[config.mk]
export PLATFORM = sky130hd
export DESIGN_NAME = alu_share_arbiter
export DESIGN_NICKNAME = d
export VERILOG_FILES = /design/src/rtl/alu_share_arbiter.sv
export SDC_FILE = /design/constraint.sdc
export NUM_CORES = 1
export LEC_CHECK = 0
export ABC_CLOCK_PERIOD_IN_PS = 4300
export BUFFER_PORTS_ARGS = -buffer_cell sky130_fd_sc_hd__buf_2
export CORE_MARGIN = 3
export CORE_UTILIZATION = 45
export CTS_CLUSTER_DIAMETER = 60
export DETAILED_ROUTE_END_ITERATION = 8
export PLACE_DENSITY = 0.88
export SETUP_SLACK_MARGIN = 0.3
export SLEW_MARGIN = 20
export SYNTH_ARGS = -nofsm -noshare
export SYNTH_HDL_FRONTEND = slang
export SYNTH_SLANG_ARGS = --single-unit
[constraint.sdc]
create_clock -name clk -period 4.3 [get_ports clk]
set_input_delay 0.43 -clock clk [delete_from_list [all_inputs] [get_ports clk]]
set_output_delay 0.43 -clock clk [all_outputs]
set_load 0.02 [all_outputs]
[src/rtl/alu_share_arbiter.sv]
// alu_share_arbiter
//   Shares one multicycle arithmetic unit between NREQ requesters using
//   round-robin arbitration. The winner's op/a/b are captured on the grant
//   edge and held stable for the whole operation, because the unit samples
//   its operands late. The arbiter pulses start, waits for done (or a
//   timeout), then returns the result to the winning requester.
//
// Handshake semantics (all one-hot vectors, one bit per requester):
//   req[i] is a level. The requester holds req[i] and its operands until it
//   sees grant[i] (a 1-cycle pulse on the edge the operands are captured).
//   rsp_valid[i] is a 1-cycle pulse carrying rsp_data/rsp_err. A req[i] still
//   high after its response is a new request. The unit side is a start pulse
//   followed some cycles later by a done pulse with alu_result valid.
//
// Ports:
//   clk, rst_n            clock (rising edge), async active-low reset
//   req, req_op/a/b       per-requester request level and packed operands
//   grant                 one-hot accept pulse
//   rsp_valid/data/err    one-hot response pulse, held result, timeout flag
//   busy                  high whenever the FSM is not idle
//   alu_start/op/a/b      to the shared unit
//   alu_done/result       from the shared unit
//   state_dbg             current FSM state for observation

module alu_share_arbiter #(
  parameter int NREQ    = 4,
  parameter int TIMEOUT = 15
) (
  input  logic                clk,
  input  logic                rst_n,
  input  logic [NREQ-1:0]     req,
  input  logic [2*NREQ-1:0]   req_op,
  input  logic [8*NREQ-1:0]   req_a,
  input  logic [8*NREQ-1:0]   req_b,
  output logic [NREQ-1:0]     grant,
  output logic [NREQ-1:0]     rsp_valid,
  output logic [15:0]         rsp_data,
  output logic                rsp_err,
  output logic                busy,
  output logic                alu_start,
  output logic [1:0]          alu_op,
  output logic [7:0]          alu_a,
  output logic [7:0]          alu_b,
  input  logic                alu_done,
  input  logic [15:0]         alu_result,
  output logic [1:0]          state_dbg
);

  localparam int IW = $clog2(NREQ);

  typedef enum logic [1:0] {
    IDLE  = 2'd0,
    ISSUE = 2'd1,
    WAIT  = 2'd2,
    RESP  = 2'd3
  } state_t;

  state_t          state, state_nxt;
  logic [IW-1:0]   rr_ptr;
  logic [IW-1:0]   win;
  logic [IW-1:0]   win_sel;
  logic [IW-1:0]   scan_idx;
  logic            found;
  logic [7:0]      cnt;
  logic [7:0]      cnt_inc;
  logic            timeout_hit;
  logic [1:0]      sel_op;
  logic [7:0]      sel_a;
  logic [7:0]      sel_b;
  logic [NREQ-1:0] one;

  assign one         = {{(NREQ-1){1'b0}}, 1'b1};
  assign cnt_inc     = cnt + 8'd1;
  assign timeout_hit = (cnt_inc == 8'(TIMEOUT));
  assign busy        = (state != IDLE);
  assign state_dbg   = state;

  // Round-robin scan: first set request at or after rr_ptr, wrapping.
  always_comb begin
    found    = 1'b0;
    win_sel  = '0;
    scan_idx = '0;
    for (int k = 0; k < NREQ; k++) begin
      scan_idx = IW'((32'(rr_ptr) + 32'(k)) % NREQ);
      if (!found && req[scan_idx]) begin
        found   = 1'b1;
        win_sel = scan_idx;
      end
    end
  end

  // Operand mux for the selected requester (constant part-selects only).
  always_comb begin
    sel_op = '0;
    sel_a  = '0;
    sel_b  = '0;
    for (int j = 0; j < NREQ; j++) begin
      if (win_sel == IW'(j)) begin
        sel_op = req_op[2*j +: 2];
        sel_a  = req_a[8*j +: 8];
        sel_b  = req_b[8*j +: 8];
      end
    end
  end

  // State register
  always_ff @(posedge clk or negedge rst_n) begin
    if (!rst_n) state <= IDLE;
    else        state <= state_nxt;
  end

  // Next-state logic
  always_comb begin
    state_nxt = state;
    case (state)
      IDLE:    if (found) state_nxt = ISSUE;
      ISSUE:   state_nxt = WAIT;
      WAIT:    if (alu_done || timeout_hit) state_nxt = RESP;
      RESP:    state_nxt = IDLE;
      default: state_nxt = IDLE;
    endcase
  end

  // Datapath and registered pulse outputs. grant, rsp_valid and alu_start
  // default low every edge so each is a single-cycle pulse.
  always_ff @(posedge clk or negedge rst_n) begin
    if (!rst_n) begin
      rr_ptr    <= '0;
      win       <= '0;
      cnt       <= '0;
      grant     <= '0;
      rsp_valid <= '0;
      rsp_data  <= '0;
      rsp_err   <= 1'b0;
      alu_start <= 1'b0;
      alu_op    <= '0;
      alu_a     <= '0;
      alu_b     <= '0;
    end else begin
      grant     <= '0;
      rsp_valid <= '0;
      alu_start <= 1'b0;
      case (state)
        IDLE: begin
          if (found) begin
            grant     <= one << win_sel;
            win       <= win_sel;
            alu_op    <= sel_op;
            alu_a     <= sel_a;
            alu_b     <= sel_b;
            alu_start <= 1'b1;
          end
        end
        ISSUE: begin
          cnt <= '0;
        end
        WAIT: begin
          // done has priority over a timeout landing on the same edge
          if (alu_done) begin
            rsp_data <= alu_result;
            rsp_err  <= 1'b0;
          end else begin
            cnt <= cnt_inc;
            if (timeout_hit) begin
              rsp_data <= 16'hDEAD;
              rsp_err  <= 1'b1;
            end
          end
        end
        RESP: begin
          rsp_valid <= one << win;
          if (32'(win) == NREQ - 1) rr_ptr <= '0;
          else                      rr_ptr <= win + IW'(1);
        end
        default: ;
      endcase
    end
  end

endmodule
==> results by group <==
CTS
  – Clock transition at the registers of the reported paths: 0.07 ns
  – Post-cts repair resize count: 0
  – Post-CTS setup buffer count: 0
  – CTS tree: built
  – CTS Hold Bufs: 0
  – Sink Count: 58
  – Max H-tree Level: 3
  – Number of buffers created by CTS: 9
  – Worst-Skew Late Latency: 0.33 ns
  – Root buffer cell: clkbuf_8
  – CTS max path bufs: 2

STA
  – Worst-Margin Slew: 0.7428 ns
  – Final Cycle Share: 0.5662
  – Relative slew slack: 0.5048
  – Slew Viols, Final: 0
  – Final Hold Viols: 0
  – Final setup TNS: 0 ns
  – Min Hold Slack: 0.2447 ns
  – Setup-failing EPs final: 0
  – Min Tclk post-route: 2.434 ns
  – Clock skew: 0.01210 ns
  – RSZ-0062 raised after global routing: false
  – Peak Freq: 0.4108 GHz

Synth
  – Post-Synthesis Cells: 299
  – Ys flop type: dfrtp_1
  – Post-synth EDFFs: 0
  – Largest cells by area after synthesis: dfrtp_1 46%, mux2i_1 12%, a21oi_4 5.1%, o221ai_1 4.9%, nand2_1 4.0%
  – Synth top area share: 0.4551
  – Seq cells post-synth: 58
  – Ys Warns: 0
  – Yosys cell types: 41
  – Synth Cell Area: 0.003189 mm²
  – Net Count, Synth: 404
  – Sequential fraction of the synthesis area: 0.4551
  – Synth area leader: dfrtp_1
  – Post-synth ARST share: 1.000
  – Syn Area/Cell: 10.67 µm²

Pwr
  – Final Power: 0.002943 W
  – PD cells: 703.2 mW/mm²
  – Pleak: 2.118 nW
  – Peak VDD IR: 0.0004274 V

Placement
  – Placed cell areas: 0.003956 mm²
  – GPL Wtd Cong: 0.9347
  – Port Buffers: 141
  – Post-DP HPWL: 6.546 mm

Layout
  – Most frequent cells in the layout: 141 x buf_2, 58 x dfrtp_1, 37 x mux2i_1, 34 x nand2_1, 22 x nor2_1
  – Fillcell total: 571
  – Commonest non-fill, non-tap cell in the layout: buf_2
  – Fin util: 0.6126
  – Layout cells sized above 1: 0.4014
  – Reg area: 0.001451 mm²
  – Nets: 541
  – Final Cell Area: 0.004185 mm²
  – Ant diodes: 0
  – Layout area overhead: 31.23%
  – Multi-input gate area: 0.001612 mm²

Global route
  – First-pass GRT wire length: 14.26 mm
  – GRT Total Usage: 0.2172
  – Antenna violations before repair: 0
  – Vias in the first global route: 3032
  – Pin count of the biggest net entering global routing: 59
  – Aggregate global routing overflow: 0

Critical path
  – CP arrival: 2.60 ns
  – Kind of critical path: reg -> reg
  – Critical path capture point type: register
  – Crit path max fanout: 21
  – WP data required: 4.47 ns
  – CP Launch Type: register

Floorplanning
  – Die height: 90.19 µm
  – Starting Density: 0.4668
  – FP Rows: 30
  – Core Box Area: 0.006832 mm²
  – IO Count: 142
  – Die X: 90.19 µm
  – Die area: 0.008133 mm²

Detailed routing
  – DRT antenna net count: 0
  – Vias: 2928
  – Routed WL: 8.647 mm
  – # DRC: 0
  – TritonRoute pass-1 iters: 4
  – Routed vias/inst: 5.453
  – Initial drt markers: 94
  – WL/cell: 16.10 µm

Flow run
  – Max-cap violations: 0

Status
  – Status: finished, final reports clean

Worst hold path
  – Min-delay worst type: in -> async
-- stage by stage --
step           instances  setup WS, ns
2_1_floorplan        299         2.383
3_3_place_gp         521         1.829
3_5_place_dp         521         1.624
4_1_cts              537         1.855
5_1_grt              537         1.633
6_report             537         1.866
-- layer usage --
| layer | global-route usage | vias to the layer above | part of all wire |
|---|---|---|---|
| met5 | 0 | - | 0 |
| met4 | 0.1403 | 0 | 0.034 |
| met3 | 0.06611 | 24 | 0.088 |
| met2 | 0.3503 | 154 | 0.49 |
| met1 | 0.2499 | 1376 | 0.39 |
| li1 | - | 1374 | - |
-- cells by family (layout without fill, tap and decap cells) --
logic type	count (synthesis)	count (layout)	share of synthesized area
buffers and inverters	30	172	0.04512
AOI/OAI and AO/OA	80	80	0.2146
DFF	58	58	0.4551
muxes	38	38	0.1197
adders and majority gates	10	10	0.03923
xor gates and xnor gates	6	6	0.01648
and+or+nand+nor	77	77	0.1098
-- state kept, by name (all words and copies together), names as in the netlist, 2 cells and up --
name       cells
alu_b          8
alu_a          8
cnt            8
grant          4
state_dbg      2
win            2
rsp_valid      4
rsp_data      16
alu_op         2
rr_ptr         2
-- final timing paths --
| check | from | to | slack, ns | cells after the start |
|---|---|---|---|---|
| max in group asynchronous | rst_n | alu_b[6] | 3.58 | 2 |
| worst min-delay path | rst_n | state_dbg[1] | 0.24 | 2 |
| worst min register to register | alu_b[1] | alu_b[1] | 0.49 | 2 |
| min in group clk | alu_result[15] | rsp_data[15] | 0.39 | 3 |
| worst max register to register | state_dbg[1] | alu_b[7] | 1.87 | 6 |
| worst max-delay path | state_dbg[1] | alu_b[7] | 1.87 | 6 |
-- Yosys cell counts, types with 3 or more instances --
| library cell | n |
|---|---|
| dfrtp_1 | 58 |
| mux2i_1 | 37 |
| nand2_1 | 34 |
| nor2_1 | 22 |
| o221ai_1 | 18 |
| o21ai_0 | 13 |
| o22ai_1 | 12 |
| inv_1 | 11 |
| a21oi_4 | 10 |
| clkbuf_1 | 10 |
| ha_1 | 10 |
| a21oi_1 | 6 |
| buf_2 | 6 |
| a22o_1 | 5 |
| a31o_1 | 5 |
| and2_1 | 4 |
| nand3_1 | 4 |
| xor2_1 | 4 |
| nand2b_1 | 3 |
| nand4_1 | 3 |
-- worst max-delay path, cell delays in order (launching register included) --
cell and delay, ns:
dfrtp_1 0.41, inv_1 0.11, ha_1 0.25, nand2b_1 0.55, inv_2 0.14, nand2_1 0.55, o221ai_1 0.24
-- final cells by class --
type	instances	share of cell area
tap	96	0.02870
inverter	12	0.01076
clock buffer	12	0.03707
sequential	58	0.3468
clock inverter	4	0.01764
multi-input combinational	211	0.3851
timing repair buffer	144	0.1740
-- report_power, final --
part | internal [W] | switching [W] | total, W
Clock | 0.000358 | 0.000215 | 0.000573
Sequential | 0.000763 | 0.000156 | 0.000920
Combinational | 0.000576 | 0.000874 | 0.00145
(Power assumes the default switching activity.)
